## config.mk

```make
export PLATFORM = sky130hd
export DESIGN_NAME = fifo_word_packer
export DESIGN_NICKNAME = d
export VERILOG_FILES = /design/src/rtl/fifo_pkg.sv /design/src/rtl/pack_idle_timer.sv /design/src/rtl/fifo_word_packer.sv
export SDC_FILE = /design/constraint.sdc
export NUM_CORES = 1
export LEC_CHECK = 0
export ABC_AREA = 0
export CORE_ASPECT_RATIO = 1.2
export CORE_MARGIN = 1
export CORE_UTILIZATION = 50
export CTS_BUF_LIST = sky130_fd_sc_hd__clkbuf_8
export CTS_CLUSTER_DIAMETER = 200
export CTS_CLUSTER_SIZE = 14
export DETAILED_ROUTE_END_ITERATION = 10
export PLACE_DENSITY = 0.83
export SLEW_MARGIN = 20
export SYNTH_ARGS = -nofsm -noshare
export SYNTH_HDL_FRONTEND = slang
export SYNTH_HIERARCHICAL = 1
export SYNTH_SLANG_ARGS = --single-unit
```

## constraint.sdc

```tcl
create_clock -name clk -period 3.9 [get_ports clk]
set_input_delay 0.585 -clock clk [delete_from_list [all_inputs] [get_ports clk]]
set_output_delay 0.585 -clock clk [all_outputs]
set_load 0.05 [all_outputs]
```

## src/rtl/fifo_pkg.sv

```systemverilog
// Shared types and helpers for the FIFO word packer.
package fifo_pkg;

  typedef enum logic {PK_FILL, PK_HOLD} pack_state_e;

  // Lane index width; kept at least one bit so a counter always exists.
  function automatic int unsigned lane_idx_w(input int unsigned ratio);
    return (ratio > 1) ? $clog2(ratio) : 1;
  endfunction

endpackage

```

## src/rtl/pack_idle_timer.sv

```systemverilog
// Idle counter for partial beats: clear, count while enabled, flag the last idle cycle.
module pack_idle_timer #(
  parameter int unsigned TIMEOUT_CYC = 32
) (
  input  logic clk,
  input  logic rst_n,
  input  logic clr_i,
  input  logic en_i,
  output logic expire_o
);

  localparam int unsigned IDLE_W = (TIMEOUT_CYC > 0) ? $clog2(TIMEOUT_CYC + 1) : 1;

  logic [IDLE_W-1:0] idle_q, idle_d;

  always_comb begin
    idle_d = idle_q;
    if (clr_i) begin
      idle_d = '0;
    end else if (en_i && !expire_o && (TIMEOUT_CYC != 0)) begin
      idle_d = idle_q + 1'b1;
    end
  end

  always_ff @(posedge clk or negedge rst_n) begin
    if (!rst_n) begin
      idle_q <= '0;
    end else begin
      idle_q <= idle_d;
    end
  end

  generate
    if (TIMEOUT_CYC == 0) begin : g_off
      assign expire_o = 1'b0;
    end else begin : g_on
      assign expire_o = en_i && (idle_q == IDLE_W'(TIMEOUT_CYC - 1));
    end
  endgenerate

endmodule

```

## src/rtl/fifo_word_packer.sv

```systemverilog
// Pops narrow words from an FWFT FIFO and packs RATIO of them into one valid/ready beat.
module fifo_word_packer
  import fifo_pkg::*;
#(
  parameter int unsigned DATA_W      = 16,
  parameter int unsigned RATIO       = 4,
  parameter int unsigned TIMEOUT_CYC = 32
) (
  input  logic                     clk,
  input  logic                     rst_n,
  input  logic                     fifo_empty,
  input  logic [DATA_W-1:0]        fifo_rd_data,
  output logic                     fifo_rd_en,
  input  logic                     flush_req,
  output logic                     m_valid,
  input  logic                     m_ready,
  output logic [DATA_W*RATIO-1:0]  m_data,
  output logic [RATIO-1:0]         m_keep
);

  localparam int unsigned CNT_W  = lane_idx_w(RATIO);
  localparam int unsigned BEAT_W = DATA_W * RATIO;

  pack_state_e        state_q, state_d;
  logic [CNT_W-1:0]   cnt_q, cnt_d;
  logic [BEAT_W-1:0]  data_q, data_d;
  logic [RATIO-1:0]   keep_q, keep_d;
  logic               pop;
  logic               last_lane;
  logic               idle_en;
  logic               idle_expire;

  assign pop        = rst_n && !fifo_empty &&
                      ((state_q == PK_FILL) || ((state_q == PK_HOLD) && m_ready));
  assign fifo_rd_en = pop;
  assign last_lane  = (cnt_q == CNT_W'(RATIO - 1));
  assign idle_en    = (state_q == PK_FILL) && (cnt_q != '0) && !pop;

  pack_idle_timer #(
    .TIMEOUT_CYC (TIMEOUT_CYC)
  ) u_idle_timer (
    .clk      (clk),
    .rst_n    (rst_n),
    .clr_i    (!idle_en),
    .en_i     (idle_en),
    .expire_o (idle_expire)
  );

  always_comb begin
    state_d = state_q;
    cnt_d   = cnt_q;
    data_d  = data_q;
    keep_d  = keep_q;
    case (state_q)
      PK_FILL: begin
        if (pop) begin
          for (int unsigned i = 0; i < RATIO; i++) begin
            if (cnt_q == CNT_W'(i)) begin
              data_d[i*DATA_W +: DATA_W] = fifo_rd_data;
              keep_d[i]                  = 1'b1;
            end
          end
          if (last_lane || flush_req) begin
            state_d = PK_HOLD;
            cnt_d   = '0;
          end else begin
            cnt_d = cnt_q + 1'b1;
          end
        end else if ((flush_req && (cnt_q != '0)) || idle_expire) begin
          state_d = PK_HOLD;
          cnt_d   = '0;
        end
      end
      PK_HOLD: begin
        // Handshake frees the beat; a word popped in the same cycle starts the next one.
        if (m_ready) begin
          state_d = PK_FILL;
          data_d  = '0;
          keep_d  = '0;
          cnt_d   = '0;
          if (pop) begin
            data_d[DATA_W-1:0] = fifo_rd_data;
            keep_d[0]          = 1'b1;
            cnt_d              = CNT_W'(1);
          end
        end
      end
      default: state_d = PK_FILL;
    endcase
  end

  always_ff @(posedge clk or negedge rst_n) begin
    if (!rst_n) begin
      state_q <= PK_FILL;
      cnt_q   <= '0;
      data_q  <= '0;
      keep_q  <= '0;
    end else begin
      state_q <= state_d;
      cnt_q   <= cnt_d;
      data_q  <= data_d;
      keep_q  <= keep_d;
    end
  end

  assign m_valid = (state_q == PK_HOLD);
  assign m_data  = data_q;
  assign m_keep  = keep_q;

endmodule

```

==> results by group, run 1 <==
Critical path
  – Crit Path Max Fanout: 5
  – Setup CP Type: input pin to output port
  – Start of the worst register-to-register path: cnt_q[0]
  – Launch point of the critical path: fifo_empty
  – Data arrival at the endpoint of the critical path: 2.21 ns
  – Setup slack of the worst register-to-register path: 1.45 ns
  – Data required time at the worst endpoint: 3.31 ns
  – Sort of element at the start of the critical path: input pin
  – Endpoint type of the worst setup path: output port
  – Length in cells of the worst reg-to-reg path: 9
  – Endpoint of the worst register-to-register path: cnt_q[1]

Timing
  – Shortest period the worst path allows: 2.798 ns
  – Worst-case headroom to the max-slew limit: 35.79%
  – Highest attainable clock frequency: 0.3574 GHz
  – Total count of hold-check failures in the final report: 0
  – Pins over their slew limit: 0
  – Fin Setup TNS: 0 ns
  – Final setup viols: 0
  – Hold slack final: 0.4949 ns
  – Unrepaired setup endpoints after global routing: false
  – Period utilisation layout: 71.74%
  – Transition at the pin with the smallest max-transition slack: 0.9631 ns
  – Clock skew: 0.01127 ns

CTS
  – CTS Hold Bufs: 0
  – Clock-pin transition on the worst setup and hold timing paths: 0.09 ns
  – # H-tree levels: 3
  – Maximum number of buffers from clock root to sink: 2
  – Clock tree from TritonCTS: yes
  – # resized after CTS: 0
  – TritonCTS Buffers: 9
  – Count of clock tree sinks: 77
  – CTS Root Buffer Type: clkbuf_8
  – Clock latency of the later-clocked register in the worst-skew pair: 0.34 ns
  – Post-CTS setup-driven buffer insertion count: 0

Detailed routing
  – Via count: 2668
  – DRC marker count from the first detailed-route iteration: 219
  – Met3 Routed Length: 428 µm
  – ANT nets after route: 0
  – Via-to-Cell Ratio: 5.304
  – Number of search-and-repair iterations in the first detailed-routing pass: 4
  – Number of remaining DRC errors: 0
  – Average wire length per cell after detail routing: 15.30 µm
  – Routed wire length: 7.694 mm
  – Total met2 wirelength after detailed routing: 3.775 mm
  – Uppermost signal routing layer after detailed routing: met4
  – Post-route met1 wirelength: 3.336 mm

Cells and area
  – Fillcell total: 508
  – Most common cell after layout, fill and taps aside: nand2_1
  – NumNets Final: 439
  – Number of diodes added for antenna fixing: 0
  – P&R area growth vs syn: 33.78%
  – Top library cells by usage in the layout, fill and taps aside: 101 x nand2_1, 89 x clkdlybuf4s50_1, 77 x dfrtp_1, 40 x o21ai_0, 12 x nor2_1
  – Storage element area: 1927 µm²
  – Ratio of cells with drive above 1 in the final layout: 9.569%
  – Non-filler instance count after layout: 503
  – Multi-input combinational cell area: 1276 µm²
  – End-of-flow core utilization: 69.25%

Worst hold path
  – Worst hold path endpoint: m_keep[0]
  – Class of the worst hold path: flip-flop to flip-flop
  – Hold path start: m_keep[0]
  – Hold Path Depth: 1

GRT
  – Global-route usage over all layers: 23.79%
  – Vias in the first global route: 2631
  – Maximum number of pins on one net before global-route repair: 82
  – Global route total overflow: 0
  – Number of antenna violations at the first check in global routing: 0
  – Wire length of the first global-routing pass: 12.97 mm

Floorplanning
  – FP Rows: 32
  – Die area: 7006 µm²
  – Count of pins on the block boundary: 91
  – Floorplan core area: 6446 µm²
  – Chip Height: 91.49 µm
  – DIE WIDTH: 76.58 µm
  – Starting utilization of the core area: 51.77%

Place
  – Post-placement cell count: 487
  – HPWL after detailed placement: 5.039 mm
  – Final weighted congestion of routability-driven global placement: 0.8565
  – Number of buffers inserted by port buffering: 90

Synth
  – Largest area contributor in the netlist: dfrtp_1
  – Number of enable flip-flop cells after synthesis: 0
  – Area share of the largest cell type after synthesis: 57.74%
  – Sequential-to-total area share from yosys stat: 57.74%
  – Post-synthesis async set-or-reset flop share: 100.0%
  – Post-synthesis cell area: 3337 µm²
  – Synthesized area per cell: 10.14 µm²
  – Net count after synthesis: 355
  – Main flop type after synthesis: dfrtp_1
  – Number of synthesized register bits: 77
  – Main area contributors after synthesis: dfrtp_1 58%, nand2_1 11%, o21ai_0 6.0%, a22o_2 2.4%, a22o_1 2.1%
  – Yosys synthesis warning count: 6
  – Count of different cell masters after synthesis: 41
  – Number of standard cells after synthesis: 329

Job
  – Count of max-cap constraint violations: 0

Power and ir drop
  – Power density over the cells: 760.8 nW/µm²
  – Leakage: 1.975 nW
  – Worst IR Drop VDD: 0.4298 mV

Outcome
  – Outcome: completed
area by class of cell:
class | count | area share [%]
sequential | 77 | 43.16
multi-input combinational | 228 | 28.59
timing repair buffer | 92 | 20.46
clock buffer | 9 | 2.775
tap | 85 | 2.382
clock inverter | 7 | 2.214
inverter | 5 | 0.4204
state kept, by name, summed over array words and instances, names as in the netlist:
| register | count |
|---|---|
| m_valid | 1 |
| u_idle_timer/idle_q | 6 |
| m_keep | 4 |
| m_data | 64 |
| cnt_q | 2 |
cells in the mapped netlist (4+ instances only):
cell type / count
buf_4: 7
o21ai_1: 8
nand2_1: 101
nand2b_1: 4
a22o_2: 8
nor2_1: 12
inv_1: 5
dfrtp_1: 77
o21ai_0: 40
ha_1: 5
buf_2: 5
nand3_1: 5
a22o_1: 8
per-layer routing:
metal,GRT usage (%),vias up
met3,4.623,13
met4,11.70,0
met2,37.16,92
li1,-,1280
met5,0,-
met1,31.81,1283
kinds of logic after synthesis:
logic type | Yosys count | synth area share (%)
adder cells (fa/ha/maj) | 5 | 1.875
buffers and inverters | 24 | 4.012
AO/OA/AOI/OAI | 80 | 16.20
AND/OR/NAND/NOR | 141 | 19.57
multiplexers | 2 | 0.5999
flip-flops | 77 | 57.74
through the flow:
stage	total power [mW]	area (µm²)	worst slack [ns]
after floorplan	2.226	3337	1.717
after global placement	2.728	4242	1.135
after detailed placement	2.758	4242	1.107
after CTS	3.419	4464	1.104
after global routing	3.553	4464	1.042
final	3.396	4464	1.102
how the worst max path moves through the flow:
stage,to,slack [ns]
finish,fifo_rd_en,1.10
detailed placement,fifo_rd_en,1.11
global route,fifo_rd_en,1.04
global placement,fifo_rd_en,1.14
CTS,fifo_rd_en,1.10
floorplan,fifo_rd_en,1.72
critical path: stages:
cell and delay [ns]:
clkdlybuf4s50_1 0.45, nand2b_1 0.23, nor2_1 0.13, clkdlybuf4s50_1 0.81
report_power, final:
part | total (mW) | switching, mW | internal, mW
registers | 1.15 | 0.143 | 1.00
logic | 1.59 | 1.07 | 0.524
clock network | 0.656 | 0.292 | 0.364
total | 3.40 | 1.51 | 1.89
(Power assumes the default switching activity.)
==> run 2, diff against run 1 <==
- clock period: 3.9 -> 2.7 ns (I/O delays scaled with it)
==> run 2 against run 1 <==
Die area is the same. Combinational power grew 46%. Core utilization grew 0.058 points. Critical endpoint is now m_valid. Via count grew 1.4%. Sequential power grew 43%.
==> results by group, run 2 (synthesized netlist as in run 1, its figures left out) <==
Timing
  – Pins over their slew limit: 0 (unchanged)
  – Period utilisation layout: 80.51%
  – Final setup viols: 0 (unchanged)
  – Unrepaired setup endpoints after global routing: false (unchanged)
  – Clock skew: 0.01291 ns (was 0.01127 ns)
  – Fin Setup TNS: 0 ns (unchanged)
  – Shortest period the worst path allows: 2.174 ns
  – Transition at the pin with the smallest max-transition slack: 0.8989 ns (was 0.9631 ns)
  – Worst-case headroom to the max-slew limit: 40.07% (was 35.79%)
  – Highest attainable clock frequency: 0.4600 GHz
  – Total count of hold-check failures in the final report: 0 (unchanged)

Critical path
  – Data arrival at the endpoint of the critical path: 1.77 ns (was 2.21 ns)
  – CP Cell Sequence: clkdlybuf4s50_1 (was clkdlybuf4s50_1 > nand2b_1 > nor2_1 > clkdlybuf4s50_1)
  – Endpoint type of the worst setup path: output port (unchanged)
  – Buffer and inverter count on the worst path: 1 (was 2)
  – Cell type of the slowest stage on the worst timing path: clkdlybuf4s50_1 (unchanged)
  – Crit-path max cell delay: 0.88 ns (was 0.81 ns)
  – Data required time at the worst endpoint: 2.30 ns (was 3.31 ns)
  – Setup CP Type: flip-flop to output port (was input pin to output port)
  – Setup slack of the worst register-to-register path: 0.69 ns (was 1.45 ns)
  – Sort of element at the start of the critical path: flip-flop (was input pin)
  – Endpoint of the worst register-to-register path: cnt_q[1] (unchanged)
  – Length in cells of the worst reg-to-reg path: 9 (unchanged)
  – Start of the worst register-to-register path: cnt_q[0] (unchanged)
  – Dominant delay contributor by cell family on the critical path: buffers and inverters (unchanged)
  – Crit Path Max Fanout: 11 (was 5)

CTS
  – Clock tree from TritonCTS: yes (unchanged)
  – Maximum number of buffers from clock root to sink: 2 (unchanged)
  – TritonCTS Buffers: 9 (unchanged)
  – Clock-pin transition on the worst setup and hold timing paths: 0.07 ns (was 0.09 ns)
  – Count of clock tree sinks: 77 (unchanged)
  – # H-tree levels: 3 (unchanged)
  – Post-CTS setup-driven buffer insertion count: 0 (unchanged)
  – CTS Root Buffer Type: clkbuf_8 (unchanged)
  – Clock latency of the later-clocked register in the worst-skew pair: 0.35 ns (was 0.34 ns)

GRT
  – Global route total overflow: 0 (unchanged)
  – Met1 demand-to-capacity share in global routing: 30.48% (was 31.81%)
  – Wire length of the first global-routing pass: 13.01 mm (was 12.97 mm)
  – Global-route usage over all layers: 24.03% (was 23.79%)
  – Global-route met3 utilization: 5.528% (was 4.623%)
  – Global routing's busiest layer: met2 (unchanged)
  – Number of antenna violations at the first check in global routing: 0 (unchanged)
  – Vias in the first global route: 2555 (was 2631)
  – Global-route track usage on met2: 40.39% (was 37.16%)
  – Maximum number of pins on one net before global-route repair: 75 (was 82)

Place
  – Final weighted congestion of routability-driven global placement: 0.8901 (was 0.8565)
  – HPWL after detailed placement: 5.346 mm (was 5.039 mm)
  – Post-placement cell count: 488 (was 487)
  – Number of buffers inserted by port buffering: 90 (unchanged)

Power and ir drop
  – Leakage: 1.965 nW (was 1.975 nW)
  – Power density over the cells: 1080 nW/µm² (was 760.8 nW/µm²)
  – Worst IR Drop VDD: 0.7209 mV (was 0.4298 mV)

Detailed routing
  – Via count: 2705 (was 2668)
  – Routed wire length: 7.775 mm (was 7.694 mm)
  – DRC marker count from the first detailed-route iteration: 176 (was 219)
  – Number of remaining DRC errors: 0 (unchanged)
  – Number of search-and-repair iterations in the first detailed-routing pass: 5 (was 4)
  – ANT nets after route: 0 (unchanged)
  – Via-to-Cell Ratio: 5.356 (was 5.304)
  – Average wire length per cell after detail routing: 15.40 µm (was 15.30 µm)

Floorplanning
  – FP Rows: 32 (unchanged)
  – Chip Height: 91.49 µm (unchanged)
  – Starting utilization of the core area: 51.77% (unchanged)
  – Die area: 7006 µm² (unchanged)
  – Floorplan core area: 6446 µm² (unchanged)
  – Count of pins on the block boundary: 91 (unchanged)
  – DIE WIDTH: 76.58 µm (unchanged)

Cells and area
  – P&R area growth vs syn: 33.90% (was 33.78%)
  – Most common cell after layout, fill and taps aside: nand2_1 (unchanged)
  – Non-filler instance count after layout: 505 (was 503)
  – Ratio of cells with drive above 1 in the final layout: 10.24% (was 9.569%)
  – Flip-flop count of the largest register after layout: 64 (unchanged)
  – Number of diodes added for antenna fixing: 0 (unchanged)
  – Top library cells by usage in the layout, fill and taps aside: 101 x nand2_1, 88 x clkdlybuf4s50_1, 77 x dfrtp_1, 40 x o21ai_0, 12 x nor2_1 (was 101 x nand2_1, 89 x clkdlybuf4s50_1, 77 x dfrtp_1, 40 x o21ai_0, 12 x nor2_1)
  – NumNets Final: 441 (was 439)

Outcome
  – Outcome: completed (unchanged)

Worst hold path
  – Class of the worst hold path: input pin to async pin (was flip-flop to flip-flop)

Job
  – Count of max-cap constraint violations: 0 (unchanged)
-- run 2: cell types whose count changed in the layout (fill, tap and decap cells not counted), sizes merged --
cell           previous run  this run
dlygate4sd3               0         1
clkinv                    3         2
clkinvlp                  0         3
buf                       3         5
bufinv                    2         1
clkdlybuf4s50            89        88
inv                       7         6
-- run 2: worst max path at each step --
stage,startpoint,endpoint,cells after the start
finish,m_valid,m_valid,1
global route,m_valid,m_valid,1
CTS,m_valid,m_valid,1
detailed placement,fifo_empty,cnt_q[1],8
global placement,fifo_empty,cnt_q[1],8
floorplan,m_valid,fifo_rd_en,3
-- run 2: stage by stage --
| stage | setup slack [ns] | util (%) | hold WS [ns] | total power, mW | cell area, µm² |
|---|---|---|---|---|---|
| after floorplan | 0.6968 | - | 0.1094 | 3.215 | 3337 |
| final | 0.5263 | 69.31 | 0.4530 | 4.826 | 4468 |
| after detailed placement | 0.4996 | 66.07 | 0.2201 | 4.000 | 4259 |
| after global routing | 0.4311 | 69.31 | 0.4284 | 5.075 | 4468 |
| after CTS | 0.4841 | 69.31 | 0.4231 | 4.872 | 4468 |
| after global placement | 0.5836 | 66.07 | 0.2195 | 3.951 | 4259 |
-- run 2: routing by layer --
metal	vias to the layer above	share of wire (%)	wire length (µm)
met5	-	0	0
met4	0	0.51	40
met3	2	5.8	450
met2	77	52	4060
met1	1343	41	3223
li1	1283	-	-
-- run 2: final cells by class --
type	count	area (µm²)
Clock buffer	9	123.9
Clock inverter	7	75.07
Fill cell	498	1978
Inverter	5	18.77
Multi-Input combinational cell	228	1276
Sequential cell	77	1927
Tap cell	85	106.4
Timing Repair Buffer	94	940.9
-- run 2: what timing repair did --
item | CTS | global route
hold endpoints to repair | 3 | 0
gates resized for setup | 0 | 0
hold buffers | 1 | 0
-- run 2: where the power goes --
| part | leakage [nW] | total, mW | internal (mW) | switching [mW] |
|---|---|---|---|---|
| clock network | 0.0918 | 0.861 | 0.430 | 0.432 |
| logic | 0.825 | 2.32 | 0.768 | 1.55 |
| registers | 1.05 | 1.65 | 1.45 | 0.198 |
